$ cat src/rtl/kanagawa_arb_pkg.sv
// Shared types and helpers for the Kanagawa FIFO read arbiter and its picker.
package kanagawa_arb_pkg;

  localparam int CNT_W = 8;

  typedef enum logic [1:0] {
    GRANT_NONE,
    GRANT_CONT,
    GRANT_SCAN
  } grant_kind_e;

  function automatic int src_width(input int n);
    return (n <= 1) ? 1 : $clog2(n);
  endfunction

  function automatic int wrap_inc(input int idx, input int n);
    return (idx + 1 >= n) ? 0 : idx + 1;
  endfunction

endpackage

$ cat src/rtl/kanagawa_rr_pick.sv
// Combinational round-robin picker: first requester at or after ptr, wrapping.
module kanagawa_rr_pick
  import kanagawa_arb_pkg::*;
#(
  parameter int NUM_SOURCES = 4,
  localparam int SRC_W = src_width(NUM_SOURCES)
) (
  input  logic [NUM_SOURCES-1:0] req,
  input  logic [SRC_W-1:0]       ptr,
  output logic                   grant_valid,
  output logic [SRC_W-1:0]       grant_idx
);

  logic [2*NUM_SOURCES-1:0] req_dbl;
  logic [2*NUM_SOURCES-1:0] req_mask;

  // Upper copy keeps every source eligible, so the wrap falls out of a plain priority encode.
  always_comb begin
    req_dbl = {req, req};
    for (int i = 0; i < 2*NUM_SOURCES; i++) begin
      req_mask[i] = req_dbl[i] && (i >= int'(ptr));
    end
    grant_valid = 1'b0;
    grant_idx   = '0;
    for (int i = 2*NUM_SOURCES-1; i >= 0; i--) begin
      if (req_mask[i]) begin
        grant_valid = 1'b1;
        grant_idx   = SRC_W'((i >= NUM_SOURCES) ? i - NUM_SOURCES : i);
      end
    end
  end

endmodule

$ cat src/rtl/kanagawa_fifo_read_arbiter.sv
// Merges several show-ahead FIFO read ports into one registered show-ahead port
// using round-robin arbitration with bounded bursts.
module kanagawa_fifo_read_arbiter
  import kanagawa_arb_pkg::*;
#(
  parameter int WIDTH       = 16,
  parameter int NUM_SOURCES = 4,
  parameter int MAX_BURST   = 1,
  localparam int SRC_W = src_width(NUM_SOURCES)
) (
  input  logic                         clk,
  input  logic                         rst,
  output logic [NUM_SOURCES-1:0]       rdreq_out,
  input  logic [NUM_SOURCES-1:0]       rdempty_in,
  input  logic [NUM_SOURCES*WIDTH-1:0] rddata_in,
  input  logic                         rdreq_in,
  output logic                         rdempty_out,
  output logic [WIDTH-1:0]             rddata_out,
  output logic [SRC_W-1:0]             rdsrc_out
);

  localparam int PAD_N = 1 << SRC_W;
  localparam logic [CNT_W-1:0] BURST_MAX = CNT_W'(MAX_BURST);

  logic [SRC_W-1:0] ptr;
  logic [SRC_W-1:0] last;
  logic [CNT_W-1:0] cnt;

  logic             empty_p0;
  logic [WIDTH-1:0] data_p0;
  logic [SRC_W-1:0] src_p0;

  logic             pop;
  logic             load_ok;
  logic             cont;
  logic             broke;
  logic [NUM_SOURCES-1:0] req;
  logic [PAD_N-1:0] req_pad;
  logic [PAD_N-1:0] grant_oh;
  logic             scan_valid;
  logic [SRC_W-1:0] scan_idx;
  grant_kind_e      kind;
  logic [SRC_W-1:0] grant;
  logic [WIDTH-1:0] grant_data;
  logic [CNT_W-1:0] cnt_next;

  kanagawa_rr_pick #(
    .NUM_SOURCES(NUM_SOURCES)
  ) u_pick (
    .req        (req),
    .ptr        (ptr),
    .grant_valid(scan_valid),
    .grant_idx  (scan_idx)
  );

  // Burst continuation wins over the pointer scan while the burst source still has data.
  always_comb begin
    pop     = rdreq_in & ~empty_p0;
    load_ok = empty_p0 | pop;
    req     = ~rdempty_in;
    req_pad = PAD_N'(req);
    cont    = (cnt != '0) && (cnt < BURST_MAX) && req_pad[last];
    kind    = GRANT_NONE;
    grant   = '0;
    if (load_ok && cont) begin
      kind  = GRANT_CONT;
      grant = last;
    end else if (load_ok && scan_valid) begin
      kind  = GRANT_SCAN;
      grant = scan_idx;
    end
    cnt_next = (kind == GRANT_CONT) ? cnt + CNT_W'(1) : CNT_W'(1);
    broke    = (kind == GRANT_SCAN) && (cnt != '0) && (grant != last);
  end

  assign grant_data = rddata_in[int'(grant)*WIDTH +: WIDTH];

  always_comb begin
    grant_oh = '0;
    if (!rst && kind != GRANT_NONE) begin
      grant_oh[grant] = 1'b1;
    end
    rdreq_out = NUM_SOURCES'(grant_oh);
  end

  // Stage p0: output register plus arbitration state.
  always_ff @(posedge clk or posedge rst) begin
    if (rst) begin
      empty_p0 <= 1'b1;
      data_p0  <= '0;
      src_p0   <= '0;
      ptr      <= '0;
      cnt      <= '0;
      last     <= '0;
    end else if (kind != GRANT_NONE) begin
      empty_p0 <= 1'b0;
      data_p0  <= grant_data;
      src_p0   <= grant;
      last     <= grant;
      if (cnt_next == BURST_MAX) begin
        ptr <= SRC_W'(wrap_inc(int'(grant), NUM_SOURCES));
        cnt <= '0;
      end else begin
        cnt <= cnt_next;
        if (broke) begin
          ptr <= SRC_W'(wrap_inc(int'(last), NUM_SOURCES));
        end
      end
    end else if (pop) begin
      empty_p0 <= 1'b1;
    end
  end

  assign rdempty_out = empty_p0;
  assign rddata_out  = data_p0;
  assign rdsrc_out   = src_p0;

  assert property (@(posedge clk) disable iff (rst) (rdreq_out & rdempty_in) == '0)
    else $error("rdreq_out asserted for an empty source");

endmodule

$ cat config.mk
export PLATFORM = sky130hd
export DESIGN_NAME = kanagawa_fifo_read_arbiter
export DESIGN_NICKNAME = d
export VERILOG_FILES = /design/src/rtl/kanagawa_arb_pkg.sv /design/src/rtl/kanagawa_rr_pick.sv /design/src/rtl/kanagawa_fifo_read_arbiter.sv
export SDC_FILE = /design/constraint.sdc
export NUM_CORES = 1
export LEC_CHECK = 0
export CORE_MARGIN = 2
export CORE_UTILIZATION = 32
export CTS_CLUSTER_DIAMETER = 120
export DETAILED_ROUTE_END_ITERATION = 12
export PLACE_DENSITY_LB_ADDON = 0.15
export SLEW_MARGIN = 20
export SYNTH_ARGS = -nofsm -noshare
export SYNTH_HDL_FRONTEND = slang
export SYNTH_HIERARCHICAL = 1
export SYNTH_SLANG_ARGS = --single-unit
$ cat constraint.sdc
create_clock -name clk -period 3.3 [get_ports clk]
set_input_delay 0.99 -clock clk [delete_from_list [all_inputs] [get_ports clk]]
set_output_delay 0.99 -clock clk [all_outputs]
set_load 0.005 [all_outputs]
==> results.md, run 1 <==
Outcome:
- The run finished, with violations left.
- The final reports fail on negative setup slack.

GRT:
- The pin count of the biggest net entering global routing is 21.
- The first global-routing pass estimated about 6500 um of wire.
- For this run, the total global-route usage over all layers was measured as 0.167.
- Summed over all layers, the global routing overflow is 0.
- The initial antenna violation count was 0.
- The number of global-route vias before repair is around 1400.

Critical path:
- The required time of the critical path is around 2.3 ns.
- The critical path ends at rdreq_out[3].
- The terminus of the critical flop-to-flop path is rddata_out[14].
- Across all register-to-register paths, the minimum setup slack is 0.93 ns.
- Counting cells, the worst reg-to-reg path comes to 7.
- The kind of launch point of the worst setup path is a primary input.
- The endpoint class of the critical path is a primary output.
- The critical path in this run is classified as primary input to primary output.
- The critical path starts at rdempty_in[2].
- The worst register-to-register path begins at ptr[1].
- STA puts the critical path data arrival time at approximately 2.4 ns.
- The largest fanout on the critical path is 5.

Place:
- After legalization and detailed placement, the total HPWL measured about 3200 um.
- At the end of routability-driven placement, the weighted congestion stood at 0.821.
- The cell area after placement is 0.00250 mm^2.
- The number of buffers inserted by port buffering is between 90 and 100.
- The placed instance count is ~250.
- Timing analysis after detailed placement gives a worst setup slack of -0.880 ns.

Yosys:
- The count of mapped cells out of synthesis is ~100.
- A synthesized cell averages between 10 and 15 um^2.
- The fraction of post-synthesis cell area in the top cell type by area is 0.345.
- Of all cell types, the one taking the most synthesized area is dfrtp_1.
- For this run, the register share of the synthesized area comes to 0.364.
- The number of nets produced by synthesis is 174.
- The cell area after technology mapping is roughly 0.0014 mm^2.
- The number of synthesized register bits is 21.
- The synthesis warning total is 6.
- Yosys mapped the design onto 27 distinct sky130hd cell types.
- Yosys attributes the largest share of cell area to dfrtp_1 (35%), mux4_1 (16%), mux4_2 (11%).

Floorplan:
- The number of I/O pins is between 90 and 100.
- The initial utilization of the core area, before any placement, comes to 0.333.
- The number of placement rows is 24.
- The x dimension of the die is around 71 um.
- The die covers 0.00508 mm^2.
- In this run the vertical extent of the chip is between 70 and 80 um.
- The floorplan core area is roughly 0.0044 mm^2.

Clock network:
- The number of buffers between clock root and the deepest sink is 2.
- For the worst-skew pair, the clock arrives at the later sink with an insertion delay of between 0.2 and 0.3 ns.
- The clock sink total is 21.
- The number of hold buffers added after CTS was 0.
- The clock root buffer master is clkbuf_8.
- The CTS tree is yes.
- The clock buffer count from CTS is 3.
- In this run the number of H-tree levels came out at 1.
- The CTS clock-pin slew for the worst setup and hold paths is 0.08 ns.

Route:
- The remaining routing DRC violations is 0.
- The number of vias per cell is between 5 and 6.
- The detailed router finished its first iteration with between 40 and 50 violations.
- The detailed-routing iteration count for the pre-antenna-repair pass is 4.
- Detailed routing inserted a total of roughly 1300 vias.
- The average wire per cell in the routed design is 15.9 um.
- The wire length after detailed routing is between 4000 and 5000 um.
- The post-detailed-route count of antenna-violating nets is 0.

STA:
- Based on the critical path, the design can be clocked at up to ~300 MHz.
- The actual transition at the worst max-transition pin is between 0.3 and 0.4 ns.
- The relative slew slack is 0.738.
- Setup repair after global routing could not meet its margin everywhere.
- The number of slew-limit violations in the final report came to 0.
- The minimum clock period after layout is ~3.4 ns.
- The setup TNS is -0.225 ns.
- The count of endpoints failing hold in the final timing report came to 0.
- Of the available clock period, the critical path in the final layout requires 1.02.
- The clock skew after layout is around 0.0030 ns.
- The setup-violating endpoint count in the final report is 4.
- The worst path setup slack after routing is -0.0588 ns.

Cells and area:
- The count of fill cells added during filler insertion is around 330.
- The proportion of layout cells with a drive suffix above 1 is 0.382.
- The top cell types in the final layout, fill and taps aside, are clkdlybuf4s50_1 (85), dfrtp_1 (20), buf_4 (14).
- Leaving out fill and tap cells, the most frequent cell in the layout is clkdlybuf4s50_1.
- The count of antenna diodes in the layout is 0.
- For this run, the number of standard cells in the final layout without fillers is 259.
- The finished cells cover 0.00273 mm^2.
- The post-route core utilization is 0.627.
- The post-synthesis to final-layout area growth is 88.3%.
- The count of nets after finishing is about 280.

Pwr:
- The leakage power figure is about 1.1 nW.
- The worst-case IR drop observed on VDD is about 0.30 mV.
- For this design the ratio of total power to cell area is 571 mW/mm^2.

Hold path:
- The worst min-delay path category is flop to flop.

Run:
- The reported max-cap violation count is 0.
[metal layers]
layer	part of all wire	vias to the layer above	routed length [um]	global-route usage
li1	-	598	-	-
met1	0.35	614	1440	0.170
met2	0.52	79	2150	0.308
met3	0.10	10	417	0.0577
met4	0.026	0	107	0.0692
met5	0	-	0	0
[synthesized netlist by cell type]
library cell / n
dfrtp_1: 20
mux2_2: 13
mux4_1: 9
inv_1: 7
mux2_4: 7
mux4_2: 7
ha_1: 5
and3_1: 4
clkbuf_1: 3
nor2_1: 3
a21oi_1: 2
buf_2: 2
nand2_1: 2
a211oi_1: 1
a211oi_2: 1
a22o_1: 1
and2_1: 1
and2_2: 1
buf_12: 1
buf_6: 1
dfstp_2: 1
nand2b_1: 1
nand3_1: 1
nor3b_1: 1
o21a_1: 1
o21ai_0: 1
or4_1: 1
[critical path, stage by stage]
cell and delay, ns:
buf_8 0.07, inv_4 0.03, or4_4 0.53, o21a_4 0.16, and2_4 0.17, ha_4 0.15
and3_4 0.16, buf_6 0.11
[kinds of logic (layout without fill, tap and decap cells)]
family,count (synthesis),in the layout,share of synthesized area
mux,36,36,0.446
compound gates,7,7,0.0354
flops,21,21,0.364
fa+ha+maj,5,5,0.0432
buf+inv,14,123,0.0544
simple gates,15,15,0.0579
[flip-flops by register name (all words and copies together) (netlist names)]
name / count
ptr: 2
rddata_out: 16
rdempty_out: 1
rdsrc_out: 2
[report_power, final]
part / internal, W / switching, W
registers: 0.000378 / 0.0000777
clock network: 0.0000842 / 0.0000890
logic: 0.000623 / 0.000304
[layout make-up]
class	instances	area, um^2	area share
clock buffers	3	41.3	0.0151
clock inverters	1	5.00	0.00183
inverters	7	28.8	0.0105
multi-input cells	63	981	0.359
flip-flops and latches	21	527	0.193
well taps	52	65.1	0.0238
repair buffers	112	1080	0.396
[stage by stage]
step | power (W) | hold WS, ns
finish | 0.00156 | 0.512
CTS | 0.00154 | 0.516
global placement | 0.00128 | 0.490
global route | 0.00166 | 0.535
detailed placement | 0.00130 | 0.498
floorplan | 0.000880 | 0.495
[timing repair]
item	CTS	global route
resized for setup	59	4
setup buffers	6	2
endpoints found under the setup margin	4	4
hold endpoints to repair	0	0
pin swaps	9	3
[how the worst min path moves through the flow]
stage | startpoint | end | slack [ns] | cells past startpoint
2_1_floorplan | rdempty_out | rdempty_out | 0.50 | 2
3_3_place_gp | rddata_out[1] | rddata_out[1] | 0.49 | 1
3_5_place_dp | rddata_out[1] | rddata_out[1] | 0.50 | 1
4_1_cts | rddata_out[1] | rddata_out[1] | 0.52 | 1
5_1_grt | rddata_out[1] | rddata_out[1] | 0.54 | 1
6_report | rddata_out[1] | rddata_out[1] | 0.51 | 1
Note: power is estimated with default switching activity, not from simulation.
==> run 2: changes to the inputs <==
--- a/config.mk
+++ b/config.mk
@@ -9,7 +9,7 @@
 export CORE_UTILIZATION = 32
 export CTS_CLUSTER_DIAMETER = 120
 export DETAILED_ROUTE_END_ITERATION = 12
-export PLACE_DENSITY_LB_ADDON = 0.15
+export PLACE_DENSITY = 0.74
 export SLEW_MARGIN = 20
 export SYNTH_ARGS = -nofsm -noshare
 export SYNTH_HDL_FRONTEND = slang
==> run 2 against run 1 <==
  * The run still ends with negative setup slack left
  * Final cell count fell by 1.9%
  * Clock skew hardly changed
  * Global-route usage is 0.14 points lower
  * Hold slack better by 0.0015 ns
  * Core utilization is 1.9 points lower
  * Final area down 3.0%
  * Critical endpoint unchanged
  * Setup slack lost 0.025 ns
  * Clock power fell by 3%
  * Critical path type unchanged
  * Flip-flop and latch count did not move
  * Count of clock-buffer cells in the layout unchanged
  * Sequential power barely moved
  * Highest routed layer unchanged
==> results.md, run 2 (synthesis results as in run 1) <==
Outcome:
- The flow ran to the end, but the final reports show violations.
- The checks that failed: negative setup slack.

Floorplan:
- The starting density of the core is 0.333.
- The die is just over 70 um wide.
- The core region is ~0.0044 mm^2.
- Row generation in the floorplan step produced 24 rows.
- The vertical die dimension is approximately 71 um.
- The number of I/O pins is 94.
- The overall die area is around 0.0051 mm^2.

GRT:
- The initial antenna violation count was 0.
- The global-route wire length before repair is between 6000 and 7000 um.
- Global routing finished with a remaining overflow of 0.
- The number of global-route vias before repair came to roughly 1500.
- The overall global routing resource usage is 0.165.
- Entering global routing, the biggest net connects 22 pins.

Pwr:
- The leakage power figure is ~1.1 nW.
- Power spread over the standard cell area amounts to 553 mW/mm^2.
- The worst vdd rail ir drop is between 0.2 and 0.3 mV.

Critical path:
- The kind of launch point of the worst setup path is a primary input.
- The largest fanout on the critical path is 5.
- STA classifies the critical path endpoint as a primary output.
- The most numerous cell type found on the critical path is buf_6.
- The cell type of the slowest stage on the worst timing path is or4_4.
- The worst endpoint data arrival time is around 2.4 ns.
- The delay of the slowest cell on the worst path is ~0.53 ns.
- Walking the worst path, the cells encountered are buf_6 -> inv_4 -> or4_4 -> o21a_4 -> and2_4 -> ha_4 -> and3_4 -> buf_6.
- Measured in cells, the most critical reg-to-reg path has a length of 6.
- STA puts the critical path data required time at approximately 2.3 ns.
- The reg-to-reg setup timing slack is ~0.92 ns.
- The worst setup path is of the primary input to primary output kind.

STA:
- The number of slew-limit violations in the final report is 0.
- Setup repair after global routing could not meet its margin everywhere.
- The count of endpoints failing hold in the final timing report was 0.
- Clock skew on the completed layout was measured at approximately 0.0027 ns.
- The setup TNS is -0.214 ns.
- The relative slew slack is 0.782.
- Timing would allow up to just under 300 MHz.
- For the pin with the worst max-slew slack, the measured transition is 0.324 ns.
- After layout, the worst setup slack is -0.0834 ns.
- The setup-violating endpoint count in the final report is 3.
- The minimum clock period after layout is 3.38 ns.
- Of the available clock period, the critical path in the final layout requires 1.03.

Hold path:
- The worst min-delay path category is flop to flop.
- The worst hold path cell count is 1.

Clock network:
- TritonCTS built the clock tree.
- At the later pin of the worst-skew pair, clock insertion delay measures about 0.26 ns.
- The clock root buffer master is clkbuf_8.
- The clock sink total is 21.
- The longest clock path from root to sink contains 2 buffers.
- The number of hold buffers added after CTS was 0.
- The CTS clock-pin slew for the worst setup and hold paths is roughly 0.08 ns.
- CTS built an H-tree with a depth of 1.
- The clock buffer count from CTS is 3.

Place:
- Port buffering added 93 buffers.
- Summing all placed instances gives a cell area of around 0.0025 mm^2.
- The post-detailed-placement half-perimeter wirelength is 3100 um.
- The worst slack at placement is -0.893 ns.
- The final weighted congestion in routability-driven placement is approximately 0.85.

Cells and area:
- Relative to the synthesized area, the layout overhead comes to 82.6%.
- The multi-input gate area in the final layout is just over 900 um^2.
- The count of antenna diodes in the layout is 0.
- Registers take 527 um^2.
- The number of flip-flops under the largest register name is 16.
- In the layout the commonest cells are clkdlybuf4s50_1 (85), dfrtp_1 (20), mux2_2 (13).
- The final instance area is ~0.0026 mm^2.
- The commonest non-fill, non-tap cell in the layout is clkdlybuf4s50_1.
- For this run, the post-layout net count is around 280.
- Fill cells in the final layout number roughly 320.
- The proportion of layout cells with a drive suffix above 1 is 0.366.

Run:
- The reported max-cap violation count is 0.

Route:
- The number of vias per cell is between 5 and 6.
- After detailed routing, the number of remaining DRC violations is 0.
- The wire length after detailed routing is 4030 um.
- After the first detailed-routing iteration, the DRC count stood at 16.
- The detailed-routing iteration count for the pre-antenna-repair pass is 3.
- The average wire per cell in the routed design is ~16 um.
- The routed layout has about 1300 vias.
- In this run the remaining antenna-violating nets after routing total 0.
-- run 2: cell count changes in the layout (fill, tap and decap cells not counted), moves of 2 or more --
| cell | before | now |
|---|---|---|
| nand2_8 | 2 | 0 |
| buf_6 | 8 | 6 |
| buf_4 | 14 | 12 |
| nand2_2 | 0 | 2 |
-- run 2: report_power, final --
group / switching, W / internal (W)
Combinational: 0.000271 / 0.000568
Sequential: 0.0000784 / 0.000379
Clock: 0.0000844 / 0.0000840
-- run 2: stage by stage --
step,cells,util,power [W],hold WS [ns]
finish,254,0.608,0.00146,0.513
CTS,254,0.603,0.00149,0.518
floorplan,98,-,0.000880,0.495
global route,254,0.608,0.00157,0.537
global placement,245,0.569,0.00125,0.492
detailed placement,245,0.569,0.00128,0.496
-- run 2: what timing repair did --
action / CTS / global route
resized for setup: 55 / 4
endpoints found under the setup margin: 4 / 4
pin swaps: 9 / 3
buffers inserted: 6 / 0
-- run 2: per-layer routing --
layer / track usage / share of wire / vias to the layer above
li1: - / - / 589
met1: 0.169 / 0.35 / 608
met2: 0.302 / 0.52 / 72
met3: 0.0605 / 0.12 / 5
met4: 0.0692 / 0.014 / 0
met5: 0 / 0 / -
-- run 2: path summary, 6_finish.rpt --
path / to / startpoint
worst max-delay path: rdreq_out[3] / rdempty_in[0]
worst min-delay path: rddata_out[3] / rddata_out[3]
worst max register to register: rddata_out[6] / ptr[1]
worst min register to register: rddata_out[3] / rddata_out[3]
max in group asynchronous: rdempty_out / rst
min in group asynchronous: rddata_out[11] / rst
-- run 2: critical path: cells and delay by family --
kind            cells  cell delay (ns)
simple gates        3             0.88
compound gates      1             0.16
fa+ha+maj           1             0.15
buf+inv             3             0.22
-- run 2: final cells by class --
class / count / area share
multi-input cells: 63 / 0.354
clock buffers: 3 / 0.0156
repair buffers: 107 / 0.394
well taps: 52 / 0.0246
clock inverters: 1 / 0.00189
inverters: 7 / 0.0109
flip-flops and latches: 21 / 0.199
==> RTL change 1 (settings of run 2) <==
`NUM_SOURCES` is set to 4 in 2 places; all go to 2.
--- a/src/rtl/kanagawa_rr_pick.sv
+++ b/src/rtl/kanagawa_rr_pick.sv
@@ -2,7 +2,7 @@
 module kanagawa_rr_pick
   import kanagawa_arb_pkg::*;
 #(
-  parameter int NUM_SOURCES = 4,
+  parameter int NUM_SOURCES = 2,
   localparam int SRC_W = src_width(NUM_SOURCES)
 ) (
   input  logic [NUM_SOURCES-1:0] req,
--- a/src/rtl/kanagawa_fifo_read_arbiter.sv
+++ b/src/rtl/kanagawa_fifo_read_arbiter.sv
@@ -4,7 +4,7 @@
   import kanagawa_arb_pkg::*;
 #(
   parameter int WIDTH       = 16,
-  parameter int NUM_SOURCES = 4,
+  parameter int NUM_SOURCES = 2,
   parameter int MAX_BURST   = 1,
   localparam int SRC_W = src_width(NUM_SOURCES)
 ) (
Interface: changed (resized rddata_in, rdempty_in, rdreq_out and rdsrc_out); port bits go from 94 to 57. The function was not compared with the original's and may differ.
==> RTL change 1 against run 2 <==
- final area shrank 36%
- critical endpoint is now rdreq_out[1]
- largest power group is now sequential cells
- power shrank 54%
- combinational power shrank 69%
- count of clock-buffer cells in the layout grew 1
- sequential cell count shrank 2
- sequential share of layout area grew 8.4 points
- setup slack gained 240 ps
- wire length shrank 41%
- synthesized area shrank 26%
- sequential power shrank 35%
- clock power shrank 30%
- utilization shrank 6.6 points
- non-clock buffer count shrank 49
==> RTL change 1: results (changes against run 2) <==
- Status: finished clean (was complete, but fails checks)
- Net Count, Synth: 106 (was 174)
- Share of cells above drive strength 1: 33.1% (was 36.6%)
- DRT Pass-1 Iters: 2 (was 3)
- Final cell count without fillers: 171 (was 254)
- First-pass GRT wire length: 3510 µm (was 6560 µm)
- Sequential Area: 477 µm² (was 527 µm²)
- Dpl hpwl: 1770 µm (was 3100 µm)
- Peak supply drop: 0.141 mV (was 0.289 mV)
- GP Congestion: 0.578 (was 0.847)
- Met1 usage: 12.6% (was 16.9%)
- Vias per cell: 4.43 (was 5.02)
- Initial antenna violation count: 0 (unchanged)
- IO buf count: 56 (was 93)
- Clock-pin slew on the worst setup and hold paths: 110 ps (was 80 ps)
- Largest net degree at the start of global routing: 20 (was 22)
- Placed cell areas: 1660 µm² (was 2480 µm²)
- Clk_skew: 5.27 ps (was 2.68 ps)
- Latest clock arrival within the worst-skew pair: 290 ps (was 260 ps)
- Post-CTS Repair Setup Buffers: 0 (was 6)
- Met2 Use GR: 24.8% (was 30.2%)
- Slew @ Worst Pin: 731 ps (was 324 ps)
- CTS root buf: clkbuf_4 (was clkbuf_8)
- Post-place setup slack: -132 ps (was -893 ps)
- Met3 Usage GRT: 3.52% (was 6.05%)
- P_leak: 0.758 nW (was 1.10 nW)
- FF-to-FF path depth: 5 (was 6)
- Largest cells by area after synthesis: dfrtp_1 42%, mux2_4 35%, mux2_2 8.4% (was dfrtp_1 35%, mux4_1 16%, mux4_2 11%)
- Sequential fraction of the synthesis area: 44.6% (was 36.4%)
- DP Cell Count: 167 (was 245)
- Filler cells: 297 (was 319)
- Vias in the first global route: 806 (was 1461)
- Crit path max fanout: 3 (was 5)
- Synth Instances: 69 (was 98)
- Global-route total usage across every layer: 12.8% (was 16.5%)
- Count of cell types in the netlist: 15 (was 27)
-- RTL change 1: critical path, cell delays in order --
cell and delay (ps):
clkdlybuf4s50_1 450, inv_1 50, or2_4 260, o21ai_4 70, nor3b_1 60, dlygate4sd2_1 270
-- RTL change 1: cell type report --
type	instances	area share (%)
clock buffer	4	1.56
inverter	5	1.12
tap	44	3.27
timing repair buffer	58	34.1
multi-input combinational	41	31.6
sequential	19	28.3
-- RTL change 1: cell families (layout without fill, tap and decap cells) --
logic type	Yosys count	count (layout)	share of synthesized area, %
compound gates	2	2	2.23
flops	19	19	44.6
simple gates	5	5	2.46
mux	34	34	44.5
buf+inv	9	67	6.21
-- RTL change 1: what timing repair did --
item | in CTS | in global routing
setup endpoints to repair | 2 | 0
hold endpoints to repair | 0 | 0
gates resized for setup | 3 | 0
-- RTL change 1: power breakdown --
part,total [mW],switching (mW),leakage [nW],internal (mW)
sequential,0.296,0.0215,0.221,0.274
clock,0.117,0.0703,0.0150,0.0470
combinational,0.258,0.0714,0.522,0.186
total,0.671,0.163,0.758,0.507
-- RTL change 1: final timing paths --
kind,slack (ps),end,start
worst min register to register,520,rddata_out[7],rddata_out[7]
worst max-delay path,150,rdreq_out[1],rdempty_in[0]
min in group asynchronous,1180,rddata_out[6],rst
max in group asynchronous,1660,rdsrc_out,rst
worst min-delay path,520,rddata_out[7],rddata_out[7]
worst max register to register,1650,rddata_out[9],ptr
-- RTL change 1: metal layers --
metal  vias to the layer above  wire, µm
li1                        357         -
met1                       364       878
met2                        35      1230
met3                         2       241
met4                         0        12
met5                         -         0
==> RTL change 2 (config.mk and constraints of run 2) <==
Made on the original files. Reset style: synchronous (`rst`), changed in one clocked block.
--- a/src/rtl/kanagawa_fifo_read_arbiter.sv
+++ b/src/rtl/kanagawa_fifo_read_arbiter.sv
@@ -84,7 +84,7 @@
   end
 
   // Stage p0: output register plus arbitration state.
-  always_ff @(posedge clk or posedge rst) begin
+  always_ff @(posedge clk) begin
     if (rst) begin
       empty_p0 <= 1'b1;
       data_p0  <= '0;
Formal check against the unedited RTL: differs if rst is asserted again (counterexample within 4 cycles, from zero or initial values and one cycle with rst high); with rst held inactive, the same outputs for 10 cycles.
==> RTL change 2 against run 2 <==
- the run still ends with setup timing left
- clock power increased by 2%
- setup slack improved by 33 ps
- synthesized area decreased by 0.35%
- wire length increased by 26%
- power decreased by 35%
- hold slack got worse by 47 ps
- critical path depth increased by 1
- sequential share of layout area decreased by 4.2 points
- sequential power decreased by 32%
- sequential cell count unchanged
- final area increased by 1.5%
- clock skew increased by 0.81 ps
- final cell count increased by 33%
- largest cell class unchanged
==> RTL change 2: results (changes against run 2) <==
- Final hold slack: 466 ps (was 513 ps)
- Synth Area in Adders: 4.33% (was 4.32%)
- Failing checks: setup timing (unchanged)
- Hold Path End: rdsrc_out[1] (was rddata_out[3])
- Share of cells above drive strength 1: 24.2% (was 36.6%)
- Clk_skew: 3.48 ps (was 2.68 ps)
- Hold path cells: 2 (was 1)
- Dpl hpwl: 3610 µm (was 3100 µm)
- Peak supply drop: 0.268 mV (was 0.289 mV)
- Post-Route WL: 5090 µm (was 4030 µm)
- Vias per cell: 5.16 (was 5.02)
- Final setup violation count: 4 (was 3)
- Global-route total usage across every layer: 20.7% (was 16.5%)
- Worst hold start: rdsrc_out[1] (was rddata_out[3])
- P_leak: 1.07 nW (was 1.10 nW)
- Final worst slack: -50.6 ps (was -83.4 ps)
- FF-to-FF path depth: 9 (was 6)
- First DRT Iteration DRCs: 58 (was 16)
- Slew @ Worst Pin: 401 ps (was 324 ps)
- Syn_area_per_cell: 8.07 µm² (was 14.8 µm²)
- Final cell count without fillers: 337 (was 254)
- Reg2Reg Setup Slack: 1120 ps (was 920 ps)
- NumNets Final: 362 (was 279)
- Filler cells: 368 (was 319)
- Crit path max fanout: 3 (was 5)
- GP Congestion: 0.726 (was 0.847)
- FFs w/ async S/R, synth: 0% (was 100%)
- Reg2reg start: ptr[0] (was ptr[1])
- Largest cells by area after synthesis: dfxtp_1 29%, a211oi_1 8.3%, o221ai_2 8.3% (was dfrtp_1 35%, mux4_1 16%, mux4_2 11%)
- Vias in the first global route: 1847 (was 1461)
- DP Cell Count: 326 (was 245)
- Most instantiated cells after synthesis: 22 x inv_1, 21 x a21oi_1, 21 x dfxtp_1, 19 x nor2_1, 16 x a211oi_1 (was 20 x dfrtp_1, 13 x mux2_2, 9 x mux4_1)
- Reg2reg end: rddata_out[4] (was rddata_out[6])
- Post-synthesis compound-gate area fraction: 40.4% (was 3.54%)
- Net Count, Synth: 255 (was 174)
- Sequential fraction of the synthesis area: 29.1% (was 36.4%)
- DRT Pass-1 Iters: 4 (was 3)
- Status: complete, but fails checks (unchanged)
## RTL change 2: worst min-delay path: stages, from the launching register on
cell     delay [ps]
dfxtp_1         320
nand2_1          50
a21oi_1          50
## RTL change 2: cells by family (layout without fill, tap and decap cells)
kind of cell	after synthesis	count (layout)
compound gates	76	76
buf+inv	40	146
simple gates	37	37
flops	21	21
fa+ha+maj	5	5
## RTL change 2: timing repair
action | CTS | global route
endpoints found under the hold margin | 0 | 0
resized for setup | 52 | 3
hold buffers | 0 | 0
pin swaps | 7 | 2
buffers inserted | 6 | 2
endpoints found under the setup margin | 4 | 4
## RTL change 2: power breakdown
group	internal, mW	switching (mW)	leakage [nW]	total (mW)
clock network	0.0860	0.0862	0.0228	0.172
registers	0.288	0.0220	0.175	0.310
logic	0.261	0.208	0.872	0.469
## RTL change 2: layout make-up
cell class	instances	share of cell area [%]
timing repair buffer	118	42.0
multi-input combinational	118	34.6
inverter	24	3.63
tap	52	2.42
sequential	21	15.7
clock buffer	4	1.68
## RTL change 2: how the worst max path moves through the flow
| stage | to | slack, ps | depth (start not counted) |
|---|---|---|---|
| after floorplan | rdreq_out[3] | -3 | 8 |
| after global placement | rdreq_out[2] | -760 | 9 |
| after detailed placement | rdreq_out[3] | -790 | 9 |
| after CTS | rdreq_out[3] | -10 | 9 |
| after global routing | rdreq_out[0] | -80 | 9 |
| final | rdreq_out[0] | -50 | 9 |
## RTL change 2: per-stage QoR
step | cell area, µm² | total power [mW] | setup slack (ps) | TNS [ps]
final | 2690 | 0.952 | -50.6 | -143
after global routing | 2690 | 1.02 | -83.7 | -256
after CTS | 2660 | 0.949 | -9.79 | -20.3
after detailed placement | 2510 | 0.747 | -792 | -3080
after global placement | 2510 | 0.740 | -761 | -3010
after floorplan | 1460 | 0.529 | -2.84 | -5.66
## RTL change 2: metal layers
| layer | vias up | GRT usage, % | part of all wire, % |
|---|---|---|---|
| li1 | 864 | - | - |
| met1 | 813 | 23.4 | 42 |
| met2 | 54 | 38.2 | 51 |
| met3 | 7 | 5.56 | 5.5 |
| met4 | 0 | 5.45 | 1.3 |
| met5 | - | 0 | 0 |
